## src/rtl/fei4_cmd_decoder.sv

```systemverilog
// fei4_cmd_decoder: deserializes the FE-I4 serial command stream into trigger/fast strobes and slow-command fields.
// Latency: every strobe asserts one cycle after the edge that samples the command's last bit.
// Backpressure: none; one bit is consumed per CMD_CLK and back-to-back commands need no gap.
module fei4_cmd_decoder #(
  parameter int         FE_BITS     = 672,
  parameter logic [5:0] RUNMODE_ON  = 6'b111000,
  parameter logic [5:0] RUNMODE_OFF = 6'b000111
) (
  input  logic        CMD_CLK,
  input  logic        RESET,
  input  logic        CMD_DATA,
  input  logic [2:0]  CHIP_ID,
  output logic        LV1,
  output logic        BCR,
  output logic        ECR,
  output logic        CAL,
  output logic        SLOW_VALID,
  output logic [3:0]  SLOW_CMD,
  output logic [5:0]  SLOW_ADDR,
  output logic [15:0] SLOW_DATA,
  output logic        FE_BIT,
  output logic        FE_BIT_VALID,
  output logic        RUN_MODE,
  output logic        BUSY,
  output logic        ERR
);

  localparam logic [4:0] HDR_LV1    = 5'b11101;
  localparam logic [4:0] HDR_CMD    = 5'b10110;
  localparam logic [3:0] F2_BCR     = 4'b0001;
  localparam logic [3:0] F2_ECR     = 4'b0010;
  localparam logic [3:0] F2_CAL     = 4'b0100;
  localparam logic [3:0] F2_SLOW    = 4'b1000;
  localparam logic [3:0] SC_RDREG   = 4'b0001;
  localparam logic [3:0] SC_WRREG   = 4'b0010;
  localparam logic [3:0] SC_WRFE    = 4'b0100;
  localparam logic [3:0] SC_GRST    = 4'b1000;
  localparam logic [3:0] SC_GPULSE  = 4'b1001;
  localparam logic [3:0] SC_RUNMODE = 4'b1010;
  // Last payload index of a WrFE; the counter is 10 bits so FE_BITS must stay <= 1024.
  localparam logic [9:0] FE_LAST    = 10'(FE_BITS - 1);

  typedef enum logic [2:0] {
    S_IDLE,
    S_HDR,
    S_FIELD2,
    S_SLOW,
    S_DATA16,
    S_FEDATA
  } state_t;

  state_t      state;
  logic [14:0] sr;        // previously sampled bits, newest in bit 0
  logic [4:0]  cnt;       // bits collected in the current field group
  logic [9:0]  fe_cnt;    // WrFE payload bits consumed so far
  logic [3:0]  cmd_q;     // field3 held while DATA16/FEDATA run
  logic [5:0]  addr_q;    // field5 held while DATA16/FEDATA run
  logic        match_q;   // slow command addressed to this chip

  logic [15:0] shifted;
  logic [4:0]  hdr_now;
  logic [3:0]  f2_now;
  logic [3:0]  f3_now;
  logic [3:0]  f4_now;
  logic [5:0]  f5_now;
  logic        match_now;
  logic        known_now;

  // Field views of the history with the bit being sampled this edge appended.
  always_comb begin
    shifted   = {sr, CMD_DATA};
    hdr_now   = shifted[4:0];
    f2_now    = shifted[3:0];
    f3_now    = shifted[13:10];
    f4_now    = shifted[9:6];
    f5_now    = shifted[5:0];
    match_now = f4_now[3] || (f4_now[2:0] == CHIP_ID);
    known_now = 1'b0;
    case (f3_now)
      SC_RDREG, SC_WRREG, SC_WRFE, SC_GRST, SC_GPULSE, SC_RUNMODE: known_now = 1'b1;
      default: known_now = 1'b0;
    endcase
  end

  assign BUSY = (state != S_IDLE);

  // Command FSM: shifts one bit per clock, emits registered strobes and latches slow fields on completion.
  always_ff @(posedge CMD_CLK) begin
    if (RESET) begin
      state        <= S_IDLE;
      sr           <= '0;
      cnt          <= '0;
      fe_cnt       <= '0;
      cmd_q        <= '0;
      addr_q       <= '0;
      match_q      <= 1'b0;
      LV1          <= 1'b0;
      BCR          <= 1'b0;
      ECR          <= 1'b0;
      CAL          <= 1'b0;
      SLOW_VALID   <= 1'b0;
      SLOW_CMD     <= '0;
      SLOW_ADDR    <= '0;
      SLOW_DATA    <= '0;
      FE_BIT       <= 1'b0;
      FE_BIT_VALID <= 1'b0;
      RUN_MODE     <= 1'b0;
      ERR          <= 1'b0;
    end else begin
      LV1          <= 1'b0;
      BCR          <= 1'b0;
      ECR          <= 1'b0;
      CAL          <= 1'b0;
      SLOW_VALID   <= 1'b0;
      FE_BIT       <= 1'b0;
      FE_BIT_VALID <= 1'b0;
      ERR          <= 1'b0;
      sr           <= shifted[14:0];
      cnt          <= cnt + 5'd1;

      case (state)
        S_IDLE: begin
          // Every command starts with a 1; leading zeros are idle filler.
          cnt <= 5'd1;
          if (CMD_DATA) begin
            state <= S_HDR;
          end
        end

        S_HDR: begin
          if (cnt == 5'd4) begin
            cnt <= '0;
            if (hdr_now == HDR_LV1) begin
              LV1   <= 1'b1;
              state <= S_IDLE;
            end else if (hdr_now == HDR_CMD) begin
              state <= S_FIELD2;
            end else begin
              ERR   <= 1'b1;
              state <= S_IDLE;
            end
          end
        end

        S_FIELD2: begin
          if (cnt == 5'd3) begin
            cnt   <= '0;
            state <= S_IDLE;
            case (f2_now)
              F2_BCR:  BCR <= 1'b1;
              F2_ECR:  ECR <= 1'b1;
              F2_CAL:  CAL <= 1'b1;
              F2_SLOW: state <= S_SLOW;
              default: ERR <= 1'b1;
            endcase
          end
        end

        S_SLOW: begin
          // field3/field4/field5 arrive as one 14-bit group.
          if (cnt == 5'd13) begin
            cnt     <= '0;
            cmd_q   <= f3_now;
            addr_q  <= f5_now;
            match_q <= match_now;
            if (f3_now == SC_WRREG) begin
              state <= S_DATA16;
            end else if (f3_now == SC_WRFE) begin
              fe_cnt <= '0;
              state  <= S_FEDATA;
            end else begin
              state <= S_IDLE;
              // An unknown opcode is a stream error whoever it is addressed to.
              if (!known_now) begin
                ERR <= 1'b1;
              end else if (match_now) begin
                SLOW_VALID <= 1'b1;
                SLOW_CMD   <= f3_now;
                SLOW_ADDR  <= f5_now;
                SLOW_DATA  <= '0;
                if (f3_now == SC_RUNMODE) begin
                  if (f5_now == RUNMODE_ON) begin
                    RUN_MODE <= 1'b1;
                  end else if (f5_now == RUNMODE_OFF) begin
                    RUN_MODE <= 1'b0;
                  end
                end
              end
            end
          end
        end

        S_DATA16: begin
          if (cnt == 5'd15) begin
            cnt   <= '0;
            state <= S_IDLE;
            if (match_q) begin
              SLOW_VALID <= 1'b1;
              SLOW_CMD   <= cmd_q;
              SLOW_ADDR  <= addr_q;
              SLOW_DATA  <= shifted;
            end
          end
        end

        S_FEDATA: begin
          // Payload bits are forwarded one cycle after sampling; unaddressed payload is swallowed.
          fe_cnt <= fe_cnt + 10'd1;
          if (match_q) begin
            FE_BIT       <= CMD_DATA;
            FE_BIT_VALID <= 1'b1;
          end
          if (fe_cnt == FE_LAST) begin
            state <= S_IDLE;
            if (match_q) begin
              SLOW_VALID <= 1'b1;
              SLOW_CMD   <= cmd_q;
              SLOW_ADDR  <= addr_q;
              SLOW_DATA  <= '0;
            end
          end
        end

        default: state <= S_IDLE;
      endcase
    end
  end

endmodule

```

## config.mk

```make
export PLATFORM = sky130hd
export DESIGN_NAME = fei4_cmd_decoder
export DESIGN_NICKNAME = d
export VERILOG_FILES = /design/src/rtl/fei4_cmd_decoder.sv
export SDC_FILE = /design/constraint.sdc
export NUM_CORES = 1
export LEC_CHECK = 0
export CORE_MARGIN = 2
export CORE_UTILIZATION = 40
export CTS_CLUSTER_SIZE = 40
export DETAILED_ROUTE_END_ITERATION = 10
export SYNTH_ARGS = -nofsm -noshare
export SYNTH_HDL_FRONTEND = slang
export SYNTH_SLANG_ARGS = --single-unit
```

## constraint.sdc

```tcl
create_clock -name CMD_CLK -period 2.75 [get_ports CMD_CLK]
set_input_delay 0.4125 -clock CMD_CLK [delete_from_list [all_inputs] [get_ports CMD_CLK]]
set_output_delay 0.4125 -clock CMD_CLK [all_outputs]
set_load 0.03 [all_outputs]
```

# Word-level counts from Yosys, hierarchy flattened
# Index checks and enable logic that the tools add are counted.
# classes
reduce_logical	18
bitwise	8
eq_ne	38
addsub	2
muxes	75
# op_table
operator	count
$mux 16	9
$mux 6	8
$pmux 16 s3	1
$mux 4	8
$mux 10	3
$ne 2x2->1 const B	13
$pmux 5 s5	1
$mux 1	24
$mux 3	8
$mux 5	4
$pmux 10 s2	1
$pmux 3 s6	1
$pmux 6 s3	1
$eq 4x4->1 const B	4
$reduce_and 8->1	2
$pmux 4 s3	1
$add 10x1->10 const B	1
$eq 10x10->1 const B	1
$eq 5x4->1 const B	2
$eq 5x5->1 const B	2
$reduce_and 10->1	1
$reduce_or 3->1	3
$eq 4x1->1 const B	2
$eq 4x2->1 const B	2
23 further kinds	38
# totals
word_cells	160
reg_bits	79

# Longest topological paths before layout
# Gate-level depths: netlist (run 1).
# logic_depth
word_depth	8
ltp_mapped	10

# Least setup slack after synthesis (run 1)
# OpenSTA, ideal clock, no wires.
# synth_path
path_type	register to register
startpoint	register cnt[0]
endpoint	register SLOW_ADDR[4]
stages_incl_launch_ff	11
period_less_slack_ns	1.984
setup_ns	0.086
t_arrival_ns	1.899
required_ns	2.664
slack_ns	0.766
cell_sequence	dfxtp_1 > ha_1 > nand3_1 > inv_1 > ha_1 > a2bb2oi_1 > o211a_1 > buf_2 > buf_2 > a21oi_1 > a211oi_1
# synth_via
elab_chain_cells	3
# synth_lines
item	line	source
from (decl)	54	logic [4:0] cnt;
from (signal assigned)	119	cnt <= cnt + 5'd1;
$eq 5x4->1, on equally long branches	194, 161	
$ne 2x2->1 (no source line)	n/a	
$reduce_and 8->1 (no source line) (*)	n/a	
to (signal assigned)	179	SLOW_ADDR <= f5_now;
to (signal assigned)	200	SLOW_ADDR <= addr_q;
to (signal assigned)	218	SLOW_ADDR <= addr_q;
to (decl)	19	output logic [5:0] SLOW_ADDR,
# Every way passes the cells marked *; elsewhere a longest branch is shown, timed or not.
# A chain may end at the register's enable or synchronous reset.

# Worst setup path after layout (run 1)
# layout_path
startpoint	register state[1]
endpoint	output port BUSY
# layout_via
elab_chain_cells	1
# layout_lines
item	line	source
from (decl)	52	state_t state;
from (signal assigned)	90	state <= S_IDLE;
from (signal assigned)	126	state <= S_HDR;
from (signal assigned)	135	state <= S_IDLE;
$reduce_bool 3->1	85	assign BUSY = (state != S_IDLE);
to (decl)	24	output logic BUSY,
# Every way passes these cells.

==> flow_metrics.env, run 1 <==
export IMPL_status="complete, no violations"
export IMPL_grt_pass1_wl_microns=13900
export IMPL_synth_compound_area_share_pct=17.3
export IMPL_clk_latency_ps=360
export IMPL_ys_flop_type="dfxtp_1"
export IMPL_dp_worst_setup_slack_ps=376
export IMPL_std_cell_rows=34
export IMPL_post_route_period_util_pct=85.6
export IMPL_hold_violations=0
export IMPL_grt_overflow=0
export IMPL_layout_drive_gt1_share_pct=10.3
export IMPL_hold_depth=2
export IMPL_chipHeight_microns=97.6
export IMPL_hold_buffers=0
export IMPL_max_freq_ghz=0.425
export IMPL_rr_endpoint="SLOW_DATA[15]$_SDFFE_PP0P_"
export IMPL_wl_per_cell_microns=15.1
export IMPL_placed_area_sq_um=4030
export IMPL_final_common_cell="dfxtp_1"
export IMPL_drv_cap=0
export IMPL_die_area_sq_um=9530
export IMPL_holdCritStartpoint="RESET"
export IMPL_grt_usage_pct=17.9
export IMPL_cellLeakagePower_nw=1.53
export IMPL_drt_total_wl_microns=8100
export IMPL_worstPathMaxFanout=19
export IMPL_final_cell_mix="79 x dfxtp_1, 40 x nand2_1, 40 x clkdlybuf4s50_1"
export IMPL_ant_nets=0
export IMPL_synthCells=384
export IMPL_tightestPinTransition_ps=729
export IMPL_r2r_cells=6
export IMPL_diodes=0
export IMPL_cts_setup_buffers=0
export IMPL_finClkSkew_ps=15.5
export IMPL_wl_met3_microns=246
export IMPL_post_place_cells=519
export IMPL_place_hpwl_microns=5550
export IMPL_finalMaxSlewViolations=0
export IMPL_avgSynthCellArea_sq_um=9.13
export IMPL_hold_class="in -> reg"
export IMPL_grt_max_degree=26
export IMPL_cts_resized_gates=0
export IMPL_setup_viol=0
export IMPL_start_kind="flop"
export IMPL_synth_cell_types=58
export IMPL_numPortBuffers=41
export IMPL_cts_root_buf="clkbuf_8"
export IMPL_antenna_found_initial=0
export IMPL_synth_simple_area_share_pct=23.5
export IMPL_grt_pass1_vias=2792
export IMPL_vias=2870
export IMPL_whs_endpoint="cnt[0]$_SDFF_PP0_"
export IMPL_synth_top_family_by_area="simple AND/OR/NAND/NOR gates"
export IMPL_rsz0062_at_grt="false"
export IMPL_fp_dieW_microns=97.6
export IMPL_ir_worst_vdd_v=0.000268
export IMPL_floorplan_initialDensity_pct=40.8
export IMPL_cts_made_buffers=9
export IMPL_io_pins=42
export IMPL_fin_tns_setup_ps=0
export IMPL_end_kind="output port"
export IMPL_clkTransAtPathRegs_ps=80
export IMPL_min_period_ps=2360
export IMPL_clock_path_buffers=2
export IMPL_ys_seq_area_share_pct=45.1
export IMPL_synthMuxAreaShare_pct=4.03
export IMPL_syn2layout_area_growth_pct=20.3
export IMPL_clkSinkCount=79
export IMPL_drt_vias_per_instance=5.36
export IMPL_synth_fp_nets=396
export IMPL_regToRegSetupSlack_ps=390
export IMPL_synth_edf_count=0
export IMPL_finalWeightedCongestion=0.810
export IMPL_fin_area_sq_um=4220
export IMPL_syn_area_sq_um=3500
export IMPL_synth_adder_area_share_pct=2.14
export IMPL_drt_iter0_markers=127
export IMPL_powerDensity_nw_per_um2=522
export IMPL_fin_total_pwr_w=0.00220
export IMPL_crit_type="reg -> out"
export IMPL_crit_arrival_ps=1940
export IMPL_finalWorstSetupSlack_ps=395
export IMPL_dr_wl_met2_microns=3640
export IMPL_top_layer="met4"
export IMPL_coreArea_sq_um=8590
export IMPL_crit_reg2reg_launch="state[1]$_SDFFE_PP0P_"
export IMPL_ys_async_sr_fraction_pct=0
export IMPL_cts_tree="built"
export IMPL_synth_seq_cells=79
export IMPL_maxSlewHeadroom_pct=51.2
export IMPL_fin_cells=535
export IMPL_drc=0
export IMPL_layout_nets=434
export IMPL_synth_xor_area_share_pct=3.75
export IMPL_drt_first_pass_iters=5
export IMPL_wl_met1_microns=4080
export IMPL_htreeDepth=3
export IMPL_cp_required_ps=2340
export IMPL_yosys_warnings=0
## stage by stage
stage                     hold slack, ps  util, %
after detailed placement             446     46.9
after global placement               441     46.9
final                                437     49.1
after CTS                            432     49.1
after global routing                 455     49.1
after floorplan                      436        -
## cells in the mapped netlist, types with 9 or more instances
cell type	n	share of area [%]
dfxtp_1	79	45
nand2_1	40	4.3
a21oi_1	31	4.4
nor2_1	26	2.8
clkbuf_1	21	2.2
nor2b_1	18	3.2
o21ai_0	15	2.1
mux2i_1	13	3.7
nand4_1	13	2.3
a211oi_1	12	2.6
a2bb2oi_1	10	2.5
xor2_1	9	2.2
## critical path: stages (launching register included)
cell	delay, ps
dfxtp_1	680
or3_1	240
clkdlybuf4s50_1	680
## flip-flops by register name (all words and copies together) (netlist names), 3 cells and up
| register | count |
|---|---|
| SLOW_ADDR | 6 |
| SLOW_CMD | 4 |
| SLOW_DATA | 16 |
| addr_q | 6 |
| cmd_q | 4 |
| cnt | 5 |
| fe_cnt | 10 |
| sr | 15 |
| state | 3 |
## metal layers
layer  global-route usage [%]  vias up
met5                        0        -
met4                     6.73        0
met3                     3.45       10
met2                     27.3       45
met1                     25.0     1369
li1                         -     1446
## how the worst max path moves through the flow
stage                     startpoint                          to  slack (ps)  depth (start not counted)
2_1_floorplan      cnt[0]$_SDFF_PP0_   SLOW_ADDR[4]$_SDFFE_PP0P_         770                         10
3_3_place_gp                CMD_DATA       state[0]$_SDFFE_PP0P_         450                          6
3_5_place_dp                CMD_DATA       state[0]$_SDFFE_PP0P_         380                          5
4_1_cts        state[1]$_SDFFE_PP0P_                        BUSY         380                          2
5_1_grt        state[1]$_SDFFE_PP0P_  SLOW_DATA[15]$_SDFFE_PP0P_         220                          6
6_report       state[1]$_SDFFE_PP0P_                        BUSY         390                          2
## cells by family (layout without fill, tap and decap cells)
group,count (synthesis),after routing
AOI/OAI and AO/OA,90,90
xor gates and xnor gates,15,15
adders and majority gates,6,6
buffers and inverters,34,77
DFF,79,79
muxes,14,14
and+or+nand+nor,146,146
## area by class of cell
| cell class | instances | area [sq um] |
|---|---|---|
| fill | 844 | 4380 |
| multi-input combinational | 271 | 1780 |
| sequential | 79 | 1580 |
| timing repair buffer | 55 | 510 |
| clock buffer | 10 | 138 |
| tap | 108 | 135 |
| clock inverter | 6 | 51.3 |
| inverter | 6 | 22.5 |
## where the power goes
part / switching (W) / internal [W]
Sequential: 0.0000370 / 0.00116
Clock: 0.000463 / 0.000365
Combinational: 0.000100 / 0.0000780
Note: power is estimated with default switching activity, not from simulation.
==> run 2, diff against run 1 <==
==> constraint.sdc (replaced) <==
create_clock -name CMD_CLK -period 2.75 [get_ports CMD_CLK]
set_input_delay 0.275 -clock CMD_CLK [delete_from_list [all_inputs] [get_ports CMD_CLK]]
set_output_delay 0.275 -clock CMD_CLK [all_outputs]
set_load 0.03 [all_outputs]
==> run 2 against run 1 <==
  * Die area is the same
  * Via count is essentially flat
  * Critical path depth grew 6
  * Non-clock buffer count is the same
  * Global-route usage grew 0.44 points
  * Final area is essentially flat
  * Clock power is essentially flat
  * Final cell count is the same
  * Critical path type is now reg -> reg
==> flow_metrics.env, run 2 (synthesized netlist as in run 1, its figures left out) <==
export IMPL_status="complete, no violations"
export IMPL_place_hpwl_microns=5570
export IMPL_largest_register_ff_count=16
export IMPL_cts_resized_gates=0
export IMPL_min_period_ps=2240
export IMPL_internal_power_w=0.00160
export IMPL_start_kind="flop"
export IMPL_power_frac_comb_pct=8.4
export IMPL_final_cell_mix="79 x dfxtp_1, 40 x nand2_1, 40 x clkdlybuf4s50_1"
export IMPL_antenna_found_initial=0
export IMPL_cp_required_ps=3030
export IMPL_cellLeakagePower_nw=1.53
export IMPL_drt_vias_per_instance=5.36
export IMPL_coreArea_sq_um=8590
export IMPL_syn2layout_area_growth_pct=20.4
export IMPL_layout_drive_gt1_share_pct=10.3
export IMPL_wl_met1_microns=4210
export IMPL_dp_worst_setup_slack_ps=495
export IMPL_clock_path_buffers=2
export IMPL_hold_class="in -> reg"
export IMPL_die_area_sq_um=9530
export IMPL_numPortBuffers=41
export IMPL_finalWeightedCongestion=0.795
export IMPL_tightestPinTransition_ps=730
export IMPL_setup_viol=0
export IMPL_regMostFlops="SLOW_DATA"
export IMPL_grt_max_degree=37
export IMPL_drt_first_pass_iters=4
export IMPL_final_common_cell="dfxtp_1"
export IMPL_post_route_period_util_pct=81.3
export IMPL_grt_usage_pct=18.3
export IMPL_clkSinkCount=79
export IMPL_hold_violations=0
export IMPL_finalWorstSetupSlack_ps=515
export IMPL_fp_dieW_microns=97.6
export IMPL_fin_tns_setup_ps=0
export IMPL_crit_arrival_ps=2520
export IMPL_clk_latency_ps=360
export IMPL_drt_iter0_markers=127
export IMPL_powerDensity_nw_per_um2=523
export IMPL_wl_met3_microns=304
export IMPL_vias=2868
export IMPL_seqPwrFrac_pct=54.0
export IMPL_grt_overflow=0
export IMPL_std_cell_rows=34
export IMPL_cts_tree="built"
export IMPL_floorplan_initialDensity_pct=40.8
export IMPL_layout_nets=434
export IMPL_grt_pass1_wl_microns=14000
export IMPL_max_freq_ghz=0.447
export IMPL_top_regs="SLOW_DATA x16, sr x15, fe_cnt x10"
export IMPL_drc=0
export IMPL_end_kind="flop"
export IMPL_htreeDepth=3
export IMPL_cts_root_buf="clkbuf_8"
export IMPL_cts_setup_buffers=0
export IMPL_drv_cap=0
export IMPL_hold_buffers=0
export IMPL_diodes=0
export IMPL_cts_made_buffers=9
export IMPL_ant_nets=0
export IMPL_swShare_pct=27.4
export IMPL_ir_worst_vdd_v=0.000283
export IMPL_maxSlewHeadroom_pct=51.2
export IMPL_grt_pass1_vias=2791
export IMPL_switchingPower_w=0.000603
export IMPL_chipHeight_microns=97.6
export IMPL_holdWs_ps=268
export IMPL_finClkSkew_ps=15.1
export IMPL_clkTransAtPathRegs_ps=80
export IMPL_nFillCells=830
export IMPL_rsz0062_at_grt="false"
export IMPL_io_pins=42
export IMPL_worstPathMaxFanout=18
export IMPL_drt_total_wl_microns=8200
export IMPL_pwr_share_clk_pct=37.5
export IMPL_dr_wl_met2_microns=3530
export IMPL_top_layer="met4"
export IMPL_wl_per_cell_microns=15.3
export IMPL_crit_type="reg -> reg"
export IMPL_finalMaxSlewViolations=0
-- run 2: changes by cell type in the layout (fill, tap and decap cells not counted) --
cell      previous run  this run
clkinv_4             2         3
inv_6                3         1
inv_8                0         1
-- run 2: final cells by class --
class                   count  area [sq um]  area share (%)
clock inverters             6          53.8            1.28
inverters                   6          22.5           0.534
clock buffers              10           138            3.26
multi-input cells         271          1780            42.1
well taps                 108           135            3.20
repair buffers             55           510            12.1
flip-flops and latches     79          1580            37.5
-- run 2: final timing paths --
kind	start	endpoint	slack, ps	depth (start not counted)
setup / recovery	cnt[0]$_SDFF_PP0_	SLOW_DATA[10]$_SDFFE_PP0P_	510	8
hold / removal	RESET	cnt[4]$_SDFF_PP0_	270	2
setup reg to reg	cnt[0]$_SDFF_PP0_	SLOW_DATA[10]$_SDFFE_PP0P_	510	8
hold reg to reg	addr_q[0]$_SDFFE_PP0P_	addr_q[0]$_SDFFE_PP0P_	460	2
-- run 2: per-layer routing --
metal	up-vias	track usage [%]
li1	1444	-
met1	1359	26.0
met2	52	26.7
met3	13	3.88
met4	0	8.23
met5	-	0
-- run 2: worst max-delay path: stages, from the launching register on --
cell,delay [ps]
dfxtp_1,400
ha_1,220
nand3_1,110
inv_1,80
ha_1,160
a2bb2oi_1,340
o211ai_2,330
nor2_8,350
a2bb2oi_1,180
-- run 2: per-stage QoR --
step | cells | utilization, % | total power (W) | area, sq um
floorplan | 384 | - | 0.00134 | 3500
global placement | 519 | 46.9 | 0.00140 | 4030
detailed placement | 519 | 46.9 | 0.00140 | 4030
CTS | 535 | 49.1 | 0.00223 | 4220
global route | 535 | 49.1 | 0.00231 | 4220
finish | 535 | 49.1 | 0.00221 | 4220
-- run 2: power groups by stage --
stage / Combinational [W] / Sequential (W) / Clock, W
global route: 0.000205 / 0.00120 / 0.000910
finish: 0.000186 / 0.00119 / 0.000827
CTS: 0.000186 / 0.00119 / 0.000857
floorplan: 0.000146 / 0.00119 / 0
detailed placement: 0.000186 / 0.00122 / 0
global placement: 0.000182 / 0.00122 / 0
